[src/rtl/video_syncs_pkg.sv]
// Shared raster timing defaults for the video path (sync generator and fetch).
// Pure constants and decode helpers; no state, no latency, no flow control.
package video_syncs_pkg;

  localparam int H_TOTAL_DEF   = 448;
  localparam int V_TOTAL_DEF   = 320;
  localparam int HPIX_BEG_DEF  = 52;
  localparam int VPIX_BEG_DEF  = 64;
  localparam int HPIX_LEN_DEF  = 256;
  localparam int VPIX_LEN_DEF  = 192;
  // Fetch runs ahead of the pixel window by this many slots.
  localparam int FETCH_LEAD    = 16;
  localparam int FETCH_BEG_DEF = HPIX_BEG_DEF - FETCH_LEAD;

  localparam int CNT_W     = 9;
  localparam int INT_CNT_W = 6;

  function automatic logic in_win(input logic [CNT_W-1:0] c, input int beg, input int len);
    return (int'(c) >= beg) && (int'(c) < beg + len);
  endfunction

endpackage

[src/rtl/video_syncs.sv]
// Raster timing generator: counts cend slots into lines/frames, decodes windows, syncs, INT.
// Outputs registered from next-state counters (0 clk decode latency); advances only on cend, no backpressure.
module video_syncs
  import video_syncs_pkg::*;
#(
  parameter int H_TOTAL   = H_TOTAL_DEF,
  parameter int V_TOTAL   = V_TOTAL_DEF,
  parameter int HPIX_BEG  = HPIX_BEG_DEF,
  parameter int VPIX_BEG  = VPIX_BEG_DEF,
  parameter int HPIX_LEN  = HPIX_LEN_DEF,
  parameter int VPIX_LEN  = VPIX_LEN_DEF,
  parameter int HBLNK_BEG = 384,
  parameter int HSYNC_BEG = 400,
  parameter int HSYNC_LEN = 34,
  parameter int VBLNK_BEG = 304,
  parameter int VSYNC_BEG = 308,
  parameter int VSYNC_LEN = 4,
  parameter int INT_HPOS  = 2,
  parameter int INT_LEN   = 32
) (
  input  logic clk,
  input  logic rst_n,
  input  logic cend,
  output logic line_start,
  output logic int_start,
  output logic int_n,
  output logic vpix,
  output logic hpix,
  output logic border,
  output logic hblank,
  output logic vblank,
  output logic hsync_n,
  output logic vsync_n,
  output logic csync_n
);

  localparam logic [CNT_W-1:0]     H_LAST  = CNT_W'(H_TOTAL - 1);
  localparam logic [CNT_W-1:0]     V_LAST  = CNT_W'(V_TOTAL - 1);
  localparam logic [CNT_W-1:0]     INT_H   = CNT_W'(INT_HPOS);
  localparam logic [INT_CNT_W-1:0] INT_LD  = INT_CNT_W'(INT_LEN);

  logic [CNT_W-1:0]     hcount, vcount, h_nxt, v_nxt;
  logic [INT_CNT_W-1:0] int_cnt;
  logic                 int_armed;
  logic                 h_wrap, frame_wrap, int_fire;
  logic                 hpix_nxt, vpix_nxt, hblank_nxt, vblank_nxt, hsync_n_nxt, vsync_n_nxt;

  always_comb begin
    h_wrap      = (hcount == H_LAST);
    frame_wrap  = h_wrap && (vcount == V_LAST);
    h_nxt       = h_wrap ? '0 : hcount + 1'b1;
    v_nxt       = vcount;
    if (h_wrap) v_nxt = (vcount == V_LAST) ? '0 : vcount + 1'b1;
    // The frame following reset is partial, so INT waits for the first full frame.
    int_fire    = (int_armed || frame_wrap) && (v_nxt == '0) && (h_nxt == INT_H);
    hpix_nxt    = in_win(h_nxt, HPIX_BEG, HPIX_LEN);
    vpix_nxt    = in_win(v_nxt, VPIX_BEG, VPIX_LEN);
    hblank_nxt  = in_win(h_nxt, HBLNK_BEG, H_TOTAL - HBLNK_BEG);
    vblank_nxt  = in_win(v_nxt, VBLNK_BEG, V_TOTAL - VBLNK_BEG);
    hsync_n_nxt = !in_win(h_nxt, HSYNC_BEG, HSYNC_LEN);
    vsync_n_nxt = !in_win(v_nxt, VSYNC_BEG, VSYNC_LEN);
  end

  always_ff @(posedge clk or negedge rst_n) begin
    if (!rst_n) begin
      hcount     <= '0;
      vcount     <= '0;
      int_cnt    <= '0;
      int_armed  <= 1'b0;
      line_start <= 1'b0;
      int_start  <= 1'b0;
      int_n      <= 1'b1;
      vpix       <= 1'b0;
      hpix       <= 1'b0;
      border     <= 1'b0;
      hblank     <= 1'b0;
      vblank     <= 1'b0;
      hsync_n    <= 1'b1;
      vsync_n    <= 1'b1;
      csync_n    <= 1'b1;
    end else if (cend) begin
      hcount     <= h_nxt;
      vcount     <= v_nxt;
      line_start <= h_wrap;
      int_start  <= int_fire;
      if (frame_wrap) int_armed <= 1'b1;
      vpix       <= vpix_nxt;
      hpix       <= hpix_nxt;
      hblank     <= hblank_nxt;
      vblank     <= vblank_nxt;
      border     <= !(hpix_nxt && vpix_nxt) && !hblank_nxt && !vblank_nxt;
      hsync_n    <= hsync_n_nxt;
      vsync_n    <= vsync_n_nxt;
      csync_n    <= hsync_n_nxt && vsync_n_nxt;
      if (int_fire) begin
        int_cnt <= INT_LD;
        int_n   <= 1'b0;
      end else if (int_cnt != '0) begin
        int_cnt <= int_cnt - 1'b1;
        if (int_cnt == INT_CNT_W'(1)) int_n <= 1'b1;
      end
    end else begin
      line_start <= 1'b0;
      int_start  <= 1'b0;
    end
  end

endmodule

[config.mk]
export PLATFORM = sky130hd
export DESIGN_NAME = video_syncs
export DESIGN_NICKNAME = d
export VERILOG_FILES = /design/src/rtl/video_syncs_pkg.sv /design/src/rtl/video_syncs.sv
export SDC_FILE = /design/constraint.sdc
export NUM_CORES = 1
export LEC_CHECK = 0
export CAP_MARGIN = 20
export CORE_MARGIN = 5
export CORE_UTILIZATION = 40
export CTS_CLUSTER_DIAMETER = 30
export DETAILED_ROUTE_END_ITERATION = 12
export PLACE_DENSITY = 0.61
export SYNTH_ARGS = -nofsm -noshare
export SYNTH_HDL_FRONTEND = slang
export SYNTH_SLANG_ARGS = --single-unit
[constraint.sdc]
create_clock -name clk -period 4.8 [get_ports clk]
set_input_delay 1.44 -clock clk [delete_from_list [all_inputs] [get_ports clk]]
set_output_delay 1.44 -clock clk [all_outputs]
set_load 0.1 [all_outputs]
==> run_results.csv <==
group,metric,value,unit
grt,grt_use_total,14.3,%
worst_setup_path,path_buf_inv,1,
finish,fillers,586,
worst_hold_path,worstHoldStart,"int_armed$_DFFE_PN0P_",
timing,finalSetupViolCount,0,
route,firstDrtPassIters,4,
placed_design,dpl.cell_count,338,
synthesis,synth-edff-count,0,
worst_setup_path,slowest_stage,"clkdlybuf4s50_1",
timing,relSlewSlack,35.3,%
worst_setup_path,critical_path.max_stage_delay,1.13,ns
worst_setup_path,critPathKind,"reg2out",
worst_setup_path,required,3.36,ns
finish,n_antenna_cell,0,
grt,antenna_found_initial,0,
pwr,p_leak,1.08,nW
synthesis,async_flop_share,100,%
worst_setup_path,worstSetupStartpointType,"flip-flop",
worst_hold_path,holdPathStages,1,
die,die_w,87.6,um
cts,cts_resized,0,
synthesis,yosysSeqAreaShare,37.6,%
die,start_util,40.9,%
worst_setup_path,path_cells,"clkdlybuf4s50_1",
die,io_pins,14,
placed_design,portBuffers,13,
cts,postCtsSetupRepairBufs,0,
route,routed_wl,4950,um
synthesis,ys.warnings.count,0,
worst_setup_path,reg2reg_slack,1.75,ns
die,rows,28,
route,viasPerCell,5.50,
timing,clock_skew,0.00686,ns
finish,layout-drive-gt1-share,11.8,%
outcome,status,"complete, no violations",
synthesis,synthFlopType,"dfrtp_1",
pwr,p_total,0.993,mW
finish,fin_util,43.7,%
worst_setup_path,worstSetupEndpointType,"output port",
synthesis,synth-seq-cells,36,
route,antenna_left,0,
finish,final_nets,277,
timing,fin_crit_sh,70.7,%
worst_hold_path,hold_end,"int_armed$_DFFE_PN0P_",
cts,cts_hold_buf,0,
cts,path_clk_slew,0.07,ns
timing,fmax,295,MHz
worst_setup_path,path_delay_family,"buffers and inverters",
finish,syn_to_final_growth,6.80,%
cts,cts-root-buf,"clkbuf_8",
synthesis,synthCells,269,
synthesis,synth_cell_types,64,
grt,grt_max_degree,37,
placed_design,dp_hpwl,3530,um
worst_setup_path,worstPathArrival,1.95,ns
synthesis,avgSynthCellArea,8.96,um^2
pwr,ir_worst_vdd,245,uV
worst_setup_path,path_max_fanout,2,
die,core,0.00589,mm^2
synthesis,synth_fp_nets,276,
cts,cts_tree,"built",
timing,rsz0062_at_grt,"no",
timing,worstMarginPinSlew,0.967,ns
route,dr.first_iter.drc_count,110,
grt,grt_pass1_wl,8720,um
worst_setup_path,r2r_end,"int_cnt[2]$_DFFE_PN0P_",
die,dieArea,0.00768,mm^2
placed_design,routabilityCongestion,0.813,
flow_run,maxCapViolations,0,
cts,numCtsBuffers,5,
grt,grt_pass1_vias,1789,
route,vias,1902,
timing,fin_crit,3.39,ns
cts,cts_sinks,36,
cts,clk_latency,0.29,ns
synthesis,syn-cell-area,0.00241,mm^2
timing,hold_viol_final,0,
worst_setup_path,rr_startpoint,"vcount[0]$_DFFE_PN0P_",
die,die_h,87.6,um
pwr,powerDensity,386,mW/mm^2
grt,overflow,0,
route,avgRoutedWirePerCell,14.3,um
worst_hold_path,hp-class,"reg2reg",
cts,htree_levels,2,
cts,clock_path_buffers,2,
timing,finalSetupTns,0,ns
timing,whs,0.478,ns
timing,finalMaxSlewViolations,0,
finish,stdcell_count,346,
worst_setup_path,worst-r2r-cell-count,8,
route,drc_errors,0,
[logic make-up (layout without fill, tap and decap cells)]
logic type	after synthesis	count (layout)	synth area share [%]
AOI/OAI and AO/OA	72	72	20.9
xor gates and xnor gates	12	12	4.36
adders and majority gates	4	4	2.08
buffers and inverters	37	39	9.14
DFF	36	36	37.6
muxes	2	2	0.831
and+or+nand+nor	106	106	25.1
[area by class of cell]
type	count	area [um^2]	area share (%)
Clock inverter	1	7.51	0.292
Tap cell	75	93.8	3.65
Sequential cell	36	906	35.2
Timing Repair Buffer	14	133	5.15
Multi-Input combinational cell	196	1280	49.9
Inverter	17	63.8	2.48
Clock buffer	7	86.3	3.35
[worst reg2reg max path, delay by kind of cell, from the launching register on]
| family | cells | cell delay [ns] |
|---|---|---|
| compound gates | 3 | 1.10 |
| simple gates | 3 | 0.82 |
| flops | 1 | 0.53 |
| fa+ha+maj | 1 | 0.33 |
| buf+inv | 1 | 0.14 |
[power breakdown]
group          internal (mW)  total, mW  switching [mW]
clock network          0.117      0.226           0.110
registers              0.360      0.452          0.0922
logic                  0.123      0.315           0.192
[layer usage]
metal  up-vias  global-route usage [%]  share of wire (%)
met5         -                       0                  0
met4         0                    5.58                1.4
met3         5                    3.10                3.3
met2        34                    21.2                 46
met1       893                    20.2                 50
li1        970                       -                  -
[cells in the mapped netlist, types with 3 or more instances]
cell type / number / area (um^2)
a21o_1: 4 / 30.0
a21oi_1: 8 / 40.0
a31oi_1: 7 / 43.8
and3_1: 4 / 25.0
buf_2: 4 / 20.0
buf_6: 7 / 78.8
clkbuf_1: 6 / 22.5
dfrtp_1: 32 / 801
dfstp_2: 4 / 105
ha_1: 4 / 50.1
inv_1: 16 / 60.1
nand2_1: 28 / 105
nand3_1: 11 / 55.1
nand3b_1: 3 / 22.5
nand4_1: 6 / 37.5
nor2_1: 21 / 78.8
nor2b_1: 3 / 18.8
nor3_1: 7 / 35.0
nor4_1: 3 / 18.8
o21ai_0: 20 / 100
o21bai_1: 3 / 22.5
o31ai_1: 4 / 30.0
xnor2_1: 9 / 78.8
xor2_1: 3 / 26.3
[metrics by stage]
step / instance area [um^2] / setup WS, ns
after floorplan: 2410 / 2.21
after global placement: 2480 / 1.25
after detailed placement: 2480 / 1.22
after CTS: 2570 / 1.38
after global routing: 2570 / 1.35
final: 2570 / 1.41
[registers in the layout (all words and copies together), names as in the netlist]
register,flops
vsync_n,1
int_armed,1
vpix,1
hpix,1
vcount,9
hsync_n,1
int_start,1
csync_n,1
hblank,1
hcount,9
border,1
int_cnt,6
line_start,1
int_n,1
vblank,1
[how the worst max path moves through the flow]
| stage | start | end | slack, ns | cells past startpoint |
|---|---|---|---|---|
| floorplan | hcount[1]$_DFFE_PN0P_ | int_cnt[2]$_DFFE_PN0P_ | 2.21 | 9 |
| global placement | cend | int_cnt[5]$_DFFE_PN0P_ | 1.25 | 8 |
| detailed placement | cend | int_cnt[5]$_DFFE_PN0P_ | 1.22 | 8 |
| finish | vsync_n$_DFFE_PN1P_ | vsync_n | 1.41 | 1 |
| global route | cend | int_cnt[5]$_DFFE_PN0P_ | 1.35 | 8 |
| CTS | vsync_n$_DFFE_PN1P_ | vsync_n | 1.38 | 1 |
[layout by cell type, fill, tap and decap left out, types with 3 or more instances in the layout]
cell type        count
a21oi_1              8
nand3_1             11
a21o_1               4
and3_1               4
o21ai_0             20
clkbuf_8             6
o21bai_1             3
nor4_1               3
xnor2_1              9
nor3_1               7
o31ai_1              4
dfstp_2              4
dfrtp_1             32
a31oi_1              7
nand4_1              6
nor2_1              21
nor2b_1              3
nand3b_1             3
clkdlybuf4s50_1     12
xor2_1               3
nand2_1             28
ha_1                 4
inv_1               16
Note: power is estimated with default switching activity, not from simulation.
